### src/rtl/da_tlc5620_if.sv
// Serial bus of a TLC5620-style quad DAC as seen by the receiver.
// Signals: da_io_clk (bit clock), da_data (MSB first), da_load (word strobe, low), da_ldac (update strobe, low).
interface da_tlc5620_if;
  logic da_io_clk;
  logic da_data;
  logic da_load;
  logic da_ldac;

  modport master (
    output da_io_clk,
    output da_data,
    output da_load,
    output da_ldac
  );

  modport slave (
    input da_io_clk,
    input da_data,
    input da_load,
    input da_ldac
  );
endinterface

### src/rtl/da_tlc5620_rx.sv
// Receiver emulating a TLC5620 quad 8-bit DAC register file from its serial bus.
// Ports: sys_clk/sys_rst, da (serial bus slave), dac_a..dac_d, rng_out, word_valid, frame_err.
module da_tlc5620_rx #(
  parameter int SYNC_STAGES = 2
) (
  input  logic       sys_clk,
  input  logic       sys_rst,
  da_tlc5620_if.slave da,
  output logic [7:0] dac_a,
  output logic [7:0] dac_b,
  output logic [7:0] dac_c,
  output logic [7:0] dac_d,
  output logic [3:0] rng_out,
  output logic       word_valid,
  output logic       frame_err
);

  // bit0 io_clk, bit1 data, bit2 load, bit3 ldac
  localparam logic [3:0] IDLE = 4'b1100;

  logic [3:0] raw;
  logic [3:0] sync_q [SYNC_STAGES];
  logic [3:0] hist_q;
  logic [3:0] syn;
  logic [3:0] fall;

  logic [10:0] sr_q;
  logic [3:0]  cnt_q;
  logic [8:0]  lat_q [4];
  logic [8:0]  lat_d [4];
  logic [8:0]  out_q [4];
  logic        accept;
  logic        reject;
  logic        shift;
  logic        upd;

  assign raw  = {da.da_ldac, da.da_load, da.da_data, da.da_io_clk};
  assign syn  = sync_q[SYNC_STAGES-1];
  assign fall = ~syn & hist_q;

  always_ff @(posedge sys_clk or posedge sys_rst) begin
    if (sys_rst) begin
      for (int i = 0; i < SYNC_STAGES; i++)
        sync_q[i] <= IDLE;
      hist_q <= IDLE;
    end else begin
      sync_q[0] <= raw;
      for (int i = 1; i < SYNC_STAGES; i++)
        sync_q[i] <= sync_q[i-1];
      hist_q <= syn;
    end
  end

  // Bits are only taken while the word strobe is inactive.
  assign shift  = fall[0] & syn[2];
  assign accept = fall[2] & (cnt_q == 4'd11);
  assign reject = fall[2] & (cnt_q != 4'd11);
  // A held-low ldac makes an accepted word transparent to the outputs.
  assign upd    = (accept & ~syn[3]) | fall[3];

  always_comb begin
    lat_d = lat_q;
    if (accept)
      lat_d[sr_q[10:9]] = sr_q[8:0];
  end

  always_ff @(posedge sys_clk or posedge sys_rst) begin
    if (sys_rst) begin
      sr_q       <= '0;
      cnt_q      <= '0;
      word_valid <= 1'b0;
      frame_err  <= 1'b0;
      for (int i = 0; i < 4; i++) begin
        lat_q[i] <= '0;
        out_q[i] <= '0;
      end
    end else begin
      word_valid <= accept;
      frame_err  <= reject;
      if (fall[2]) begin
        cnt_q <= '0;
      end else if (shift) begin
        sr_q <= {sr_q[9:0], syn[1]};
        if (cnt_q != 4'd15)
          cnt_q <= cnt_q + 4'd1;
      end
      lat_q <= lat_d;
      if (upd)
        out_q <= lat_d;
    end
  end

  assign dac_a   = out_q[0][7:0];
  assign dac_b   = out_q[1][7:0];
  assign dac_c   = out_q[2][7:0];
  assign dac_d   = out_q[3][7:0];
  assign rng_out = {out_q[3][8], out_q[2][8],
                    out_q[1][8], out_q[0][8]};

endmodule

### src/flat_wrapper.sv
// flat-port wrapper written by rule: the top's interface ports become plain ports
module da_tlc5620_rx_flat 
#(
  parameter int SYNC_STAGES = 2
)
  (sys_clk, sys_rst, dac_a, dac_b, dac_c, dac_d, rng_out, word_valid, frame_err, da_da_io_clk, da_da_data, da_da_load, da_da_ldac);
  da_tlc5620_if da_i ();
  input  logic sys_clk;
  input  logic sys_rst;
  output logic [7:0] dac_a;
  output logic [7:0] dac_b;
  output logic [7:0] dac_c;
  output logic [7:0] dac_d;
  output logic [3:0] rng_out;
  output logic word_valid;
  output logic frame_err;
  input wire logic [$bits(da_i.da_io_clk)-1:0] da_da_io_clk;
  input wire logic [$bits(da_i.da_data)-1:0] da_da_data;
  input wire logic [$bits(da_i.da_load)-1:0] da_da_load;
  input wire logic [$bits(da_i.da_ldac)-1:0] da_da_ldac;
  assign da_i.da_io_clk = da_da_io_clk;
  assign da_i.da_data = da_da_data;
  assign da_i.da_load = da_da_load;
  assign da_i.da_ldac = da_da_ldac;
  da_tlc5620_rx #(.SYNC_STAGES(SYNC_STAGES)) u_core (.sys_clk(sys_clk), .sys_rst(sys_rst), .da(da_i), .dac_a(dac_a), .dac_b(dac_b), .dac_c(dac_c), .dac_d(dac_d), .rng_out(rng_out), .word_valid(word_valid), .frame_err(frame_err));
endmodule
### config.mk
export PLATFORM = sky130hd
export DESIGN_NAME = da_tlc5620_rx_flat
export DESIGN_NICKNAME = d
export VERILOG_FILES = /design/src/rtl/da_tlc5620_if.sv /design/src/rtl/da_tlc5620_rx.sv /design/src/flat_wrapper.sv
export SDC_FILE = /design/constraint.sdc
export NUM_CORES = 1
export LEC_CHECK = 0
export BUFFER_PORTS_ARGS = -buffer_cell sky130_fd_sc_hd__buf_4
export CAP_MARGIN = 10
export CELL_PAD_IN_SITES_DETAIL_PLACEMENT = 1
export CELL_PAD_IN_SITES_GLOBAL_PLACEMENT = 1
export CORE_ASPECT_RATIO = 1.1
export CORE_MARGIN = 1.5
export CORE_UTILIZATION = 51
export CTS_CLUSTER_DIAMETER = 40
export DETAILED_ROUTE_END_ITERATION = 10
export PLACE_DENSITY_LB_ADDON = 0.1
export SYNTH_ARGS = -nofsm -noshare
export SYNTH_HDL_FRONTEND = slang
export SYNTH_SLANG_ARGS = --single-unit
export TNS_END_PERCENT = 100
### constraint.sdc
create_clock -name sys_clk -period 6 [get_ports sys_clk]
set_input_delay 1.2 -clock sys_clk [delete_from_list [all_inputs] [get_ports sys_clk]]
set_output_delay 1.2 -clock sys_clk [all_outputs]
set_load 0.01 [all_outputs]
# Word-level counts from Yosys, hierarchy flattened
# Index checks and enable logic that the tools add are counted.
# word_totals
ff_bits,101
latch_bits,0
ramBits,0
rom_bits,0
out_inout_bits,38
memories,0
# classes
add_sub_neg,1
mul,0
div_mod_pow,0
magnitude_cmp,2
n_eq_ne,3
shift,0
n_mux,7
bitwise,10
reduce_logical,5
# op_table
operator,n
$bwmux W36,1
$mux W36,1
$demux W9 S2,1
$mux W4,3
$mux W9,1
$ne A4 B4 Y1 const B,2
$add A4 B1 Y4 const B,1
$and A1 B1 Y1,4
$and A4 B4 Y4,1
$eq A4 B4 Y1 const B,1
$not A4 Y4,1
$reduce_and A2 Y1,2
$reduce_bool A2 Y1,2
$ge A3 B3 Y1 const B,1
$lt A3 B1 Y1 const B,1
$not A2 Y3,1
$not A1 Y1,2
$logic_and A1 B1 Y1,1
$or A1 B1 Y1,1

# Depth between registers and ports, before layout
# depth
ltp_word,7
depth_mapped,6
depth_no_buf,4

# Least setup slack after synthesis
# Ideal clock, no wire load.
# synth_path
path_kind,register -> output
from,register u_core.out_q (netlist bit u_core.dac_a[0])
to,output dac_a[0]
t_arrival_ps,393
t_required_ps,4800
slack_ps,4407
stages_incl_launch_ff,1
path_buffers,0
path_cell_list,dfrtp_1
# synth_rtl
item,line,source
"start, declared",da_tlc5620_rx.sv:31,logic [8:0] out_q [4];
"start signal, assigned",da_tlc5620_rx.sv:89,out_q <= lat_d;
"end, declared",flat_wrapper.sv:10,output logic [7:0] dac_a;
# No word-level cell between the ends.

# Worst setup path after layout
# layout_path
from,register u_core.sync_q (netlist bit u_core.syn[3])
to,register u_core.out_q (netlist bit u_core.dac_b[1])
# layout_between
elab_chain_len,3
# layout_rtl
item,line,source
"start, declared",da_tlc5620_rx.sv:22,logic [3:0] sync_q [SYNC_STAGES];
"start signal, assigned by index",da_tlc5620_rx.sv:49,sync_q[i] <= sync_q[i-1];
$not A1 Y1 / $not A4 Y4 (equally long branches),"da_tlc5620_rx.sv:59, da_tlc5620_rx.sv:39",
$and A1 B1 Y1 / $and A4 B4 Y4 (equally long branches),"da_tlc5620_rx.sv:59, da_tlc5620_rx.sv:39",
$or A1 B1 Y1 (*),da_tlc5620_rx.sv:59,assign upd = (accept & ~syn[3]) | fall[3];
# Mark *: on every way between the ends. The rest lies on a longest branch, timed or not.
# A chain may end at the register's enable or synchronous reset.

==> key figures <==
GRT
  – GRT Overall Usage: 0.262
  – Initial antenna violation count: 0
  – Number of global-route vias before repair: 4038
  – Largest net degree at the start of global routing: 76
  – Total congestion overflow: 0
  – Global-route wire length before repair: 21900 um

Power
  – Pwr dens: 243 mW/mm^2
  – VDD IR max: 0.000117 V
  – Leak Pwr: 2.52 nW

Critical path
  – Worst Path Arrival: roughly 3.2 ns
  – Setup CP Type: reg2reg
  – Critical Path Fanout Max: 75
  – CP Cell Sequence: or3b_2, o211ai_1, o221ai_1
  – Slowest CP cell: dfstp_2
  – CP startpoint kind: flop
  – CP max stage delay: 1.36 ns
  – CP required: between 6 and 7 ns
  – Crit end category: flop

Synthesis
  – Cell Area, Synth: 0.00501 mm^2
  – Syn_area_per_cell: approximately 11 um^2
  – Ys Warns: 0
  – Mapped Cells: around 450
  – Flops & latches, synth: 100
  – Synth cell types: 35
  – Net Count, Synth: 453
  – Sequential area share after synthesis: 0.500

STA
  – RSZ-0062 raised after global routing: false
  – # setup viols final: 0
  – Fin crit period: 2.90 ns
  – F_max: 0.345 GHz
  – Final Cycle Share: 0.483
  – Max-slew violations: 0
  – Worst Clk Skew: ~0.026 ns
  – Slew @ Worst Pin: 1.27 ns
  – Max_slew headroom: 0.152
  – Setup_tns: 0 ns
  – Fin. Hold Viols: 0

Floorplanning
  – Io pins: 44
  – Die area: 0.0104 mm^2
  – Initial Utilization: 0.531
  – Horiz. Die Dim: 97.5 um
  – Row cnt: 37
  – Core Area: 0.00944 mm^2
  – Die Y: 107 um

Drt
  – Routed wire length: ~13000 um
  – Starting DRT DRC Count: about 200
  – Residual DRC: 0
  – Drt pass-1 iters: 5
  – Wire length per cell: ~23 um
  – Vias: 3892
  – Post-route ant nets: 0
  – Vias per cell: 6.79

Cells and area
  – Final layout net count: 458
  – Final std cell area, no fill: 0.00546 mm^2
  – FILL cells: just under 1000
  – Area of the multi-input gates: 0.00224 mm^2
  – Syn-to-layout area delta: 8.86%
  – Register Area: ~0.0025 mm^2
  – Share of layout cells above drive strength 1: 0.285
  – Antenna Cells: 0

Place
  – Estimated wirelength of the detail-placed design: between 7000 and 8000 um
  – Area of placed instances: between 0.005 and 0.006 mm^2
  – Port Buffers: between 40 and 50
  – Gpl congestion: 0.715

Clocking
  – Clock latency on the worst-skew pair: 0.38 ns
  – CTS tree: yes
  – Clock sink count: 100
  – Post-CTS setup buffers: 0
  – Clk slew on worst S/H paths: 0.12 ns
  – Root Buffer: clkbuf_8
  – H-tree levels: 3
  – Hold-fix buffer count after cts: 0
  – Total CTS buffers: 9
  – Post-CTS sizing: 0
  – Clk buf depth: 2

Run
  – Max cap viols: 0

Run status
  – Status: finished clean

Worst hold path
  – Worst min path class: reg2reg
final cells by class:
class,instances,share of cell area
flip-flops and latches,100,0.460
multi-input cells,290,0.410
repair buffers,48,0.0660
well taps,117,0.0268
clock buffers,9,0.0227
clock inverters,7,0.0124
inverters,2,0.00183
kinds of logic (layout without fill, tap and decap cells):
logic type,Yosys count,count (layout),share of synthesized area
AOI/OAI and AO/OA,159,159,0.266
and+or+nand+nor,118,118,0.149
DFF,100,100,0.500
adders and majority gates,1,1,0.00249
muxes,12,12,0.0267
buffers and inverters,56,66,0.0551
synthesized netlist by cell type (all sizes together):
cell type / n / share of area
dfrtp: 94 / 0.47
o31ai: 1 / 0.0015
mux2i: 1 / 0.0020
and3: 1 / 0.0012
a21o: 9 / 0.013
mux2: 11 / 0.025
nor2: 3 / 0.0042
nand3b: 38 / 0.058
nor3: 1 / 0.0010
buf: 33 / 0.038
clkbuf: 21 / 0.016
or3b: 20 / 0.035
nand2b: 2 / 0.0025
or3: 10 / 0.012
o211ai: 36 / 0.084
o221ai: 36 / 0.063
inv: 2 / 0.0015
a21oi: 2 / 0.0020
dfstp: 6 / 0.031
and3b: 1 / 0.0017
ha: 1 / 0.0025
nor2b: 3 / 0.0037
o2111ai: 36 / 0.063
nand3: 1 / 0.0010
o311ai: 1 / 0.0017
nand2: 38 / 0.028
o21ai: 38 / 0.038
stage by stage:
stage          cells  total power [mW]  utilization  setup slack [ns]  hold slack, ns
5_1_grt          573              1.38        0.578              2.88           0.370
6_report         573              1.33        0.578              3.10           0.361
2_1_floorplan    446             0.851            -              2.19           0.331
4_1_cts          573              1.33        0.578              3.11           0.365
3_5_place_dp     557             0.911        0.558              3.14           0.344
3_3_place_gp     557             0.906        0.558              3.22           0.337
critical path: cells and delay by family (launching register included):
family             cells  cell delay [ns]
DFF                    1             1.36
and+or+nand+nor        1             1.12
AOI/OAI and AO/OA      2             0.32
cell usage in the layout, fill, tap and decap left out, drive strengths merged:
master,count
dfrtp,94
buf,48
o21ai,38
nand2,38
nand3b,38
o2111ai,36
o221ai,36
o211ai,36
or3b,20
mux2,11
or3,10
a21o,9
clkbuf,9
dfstp,6
inv,5
clkinv,3
nor2b,3
nor2,3
nand2b,2
a21oi,2
and3b,1
and3,1
nand3,1
nor3,1
mux2i,1
o311ai,1
o31ai,1
ha,1
clkinvlp,1
where the power goes:
group | total [mW] | switching [mW] | internal (mW)
Sequential | 0.777 | 0.0724 | 0.705
Clock | 0.426 | 0.264 | 0.162
Combinational | 0.124 | 0.0728 | 0.0511
Total | 1.33 | 0.410 | 0.918
state kept, by name, summed over array words and instances (netlist names):
signal,cells
u_core.sync_q,4
u_core.dac_d,8
u_core.dac_a,8
u_core.word_valid,1
u_core.dac_c,8
u_core.cnt_q,4
u_core.dac_b,8
u_core.lat_q,36
u_core.hist_q,3
u_core.frame_err,1
u_core.sr_q,11
u_core.rng_out,4
u_core.syn,4
layer usage:
layer / global-route usage / wire length [um] / vias to the layer above
li1: - / - / 1748
met1: 0.368 / 5890 / 2037
met2: 0.432 / 6590 / 96
met3: 0.0398 / 565 / 11
met4: 0.0571 / 107 / 0
met5: 0 / 0 / -
final timing paths:
| kind | from | to | slack (ns) | depth (start not counted) |
|---|---|---|---|---|
| worst max-delay path | u_core.syn[3] | u_core.dac_b[1] | 3.10 | 3 |
| worst min-delay path | u_core.sync_q[5] | u_core.syn[1] | 0.36 | 0 |
| worst max register to register | u_core.syn[3] | u_core.dac_b[1] | 3.10 | 3 |
| worst min register to register | u_core.sync_q[5] | u_core.syn[1] | 0.36 | 0 |
| max in group asynchronous | sys_rst | u_core.sr_q[9] | 3.95 | 3 |
| min in group asynchronous | sys_rst | u_core.syn[0] | 0.85 | 2 |
(Power assumes the default switching activity.)
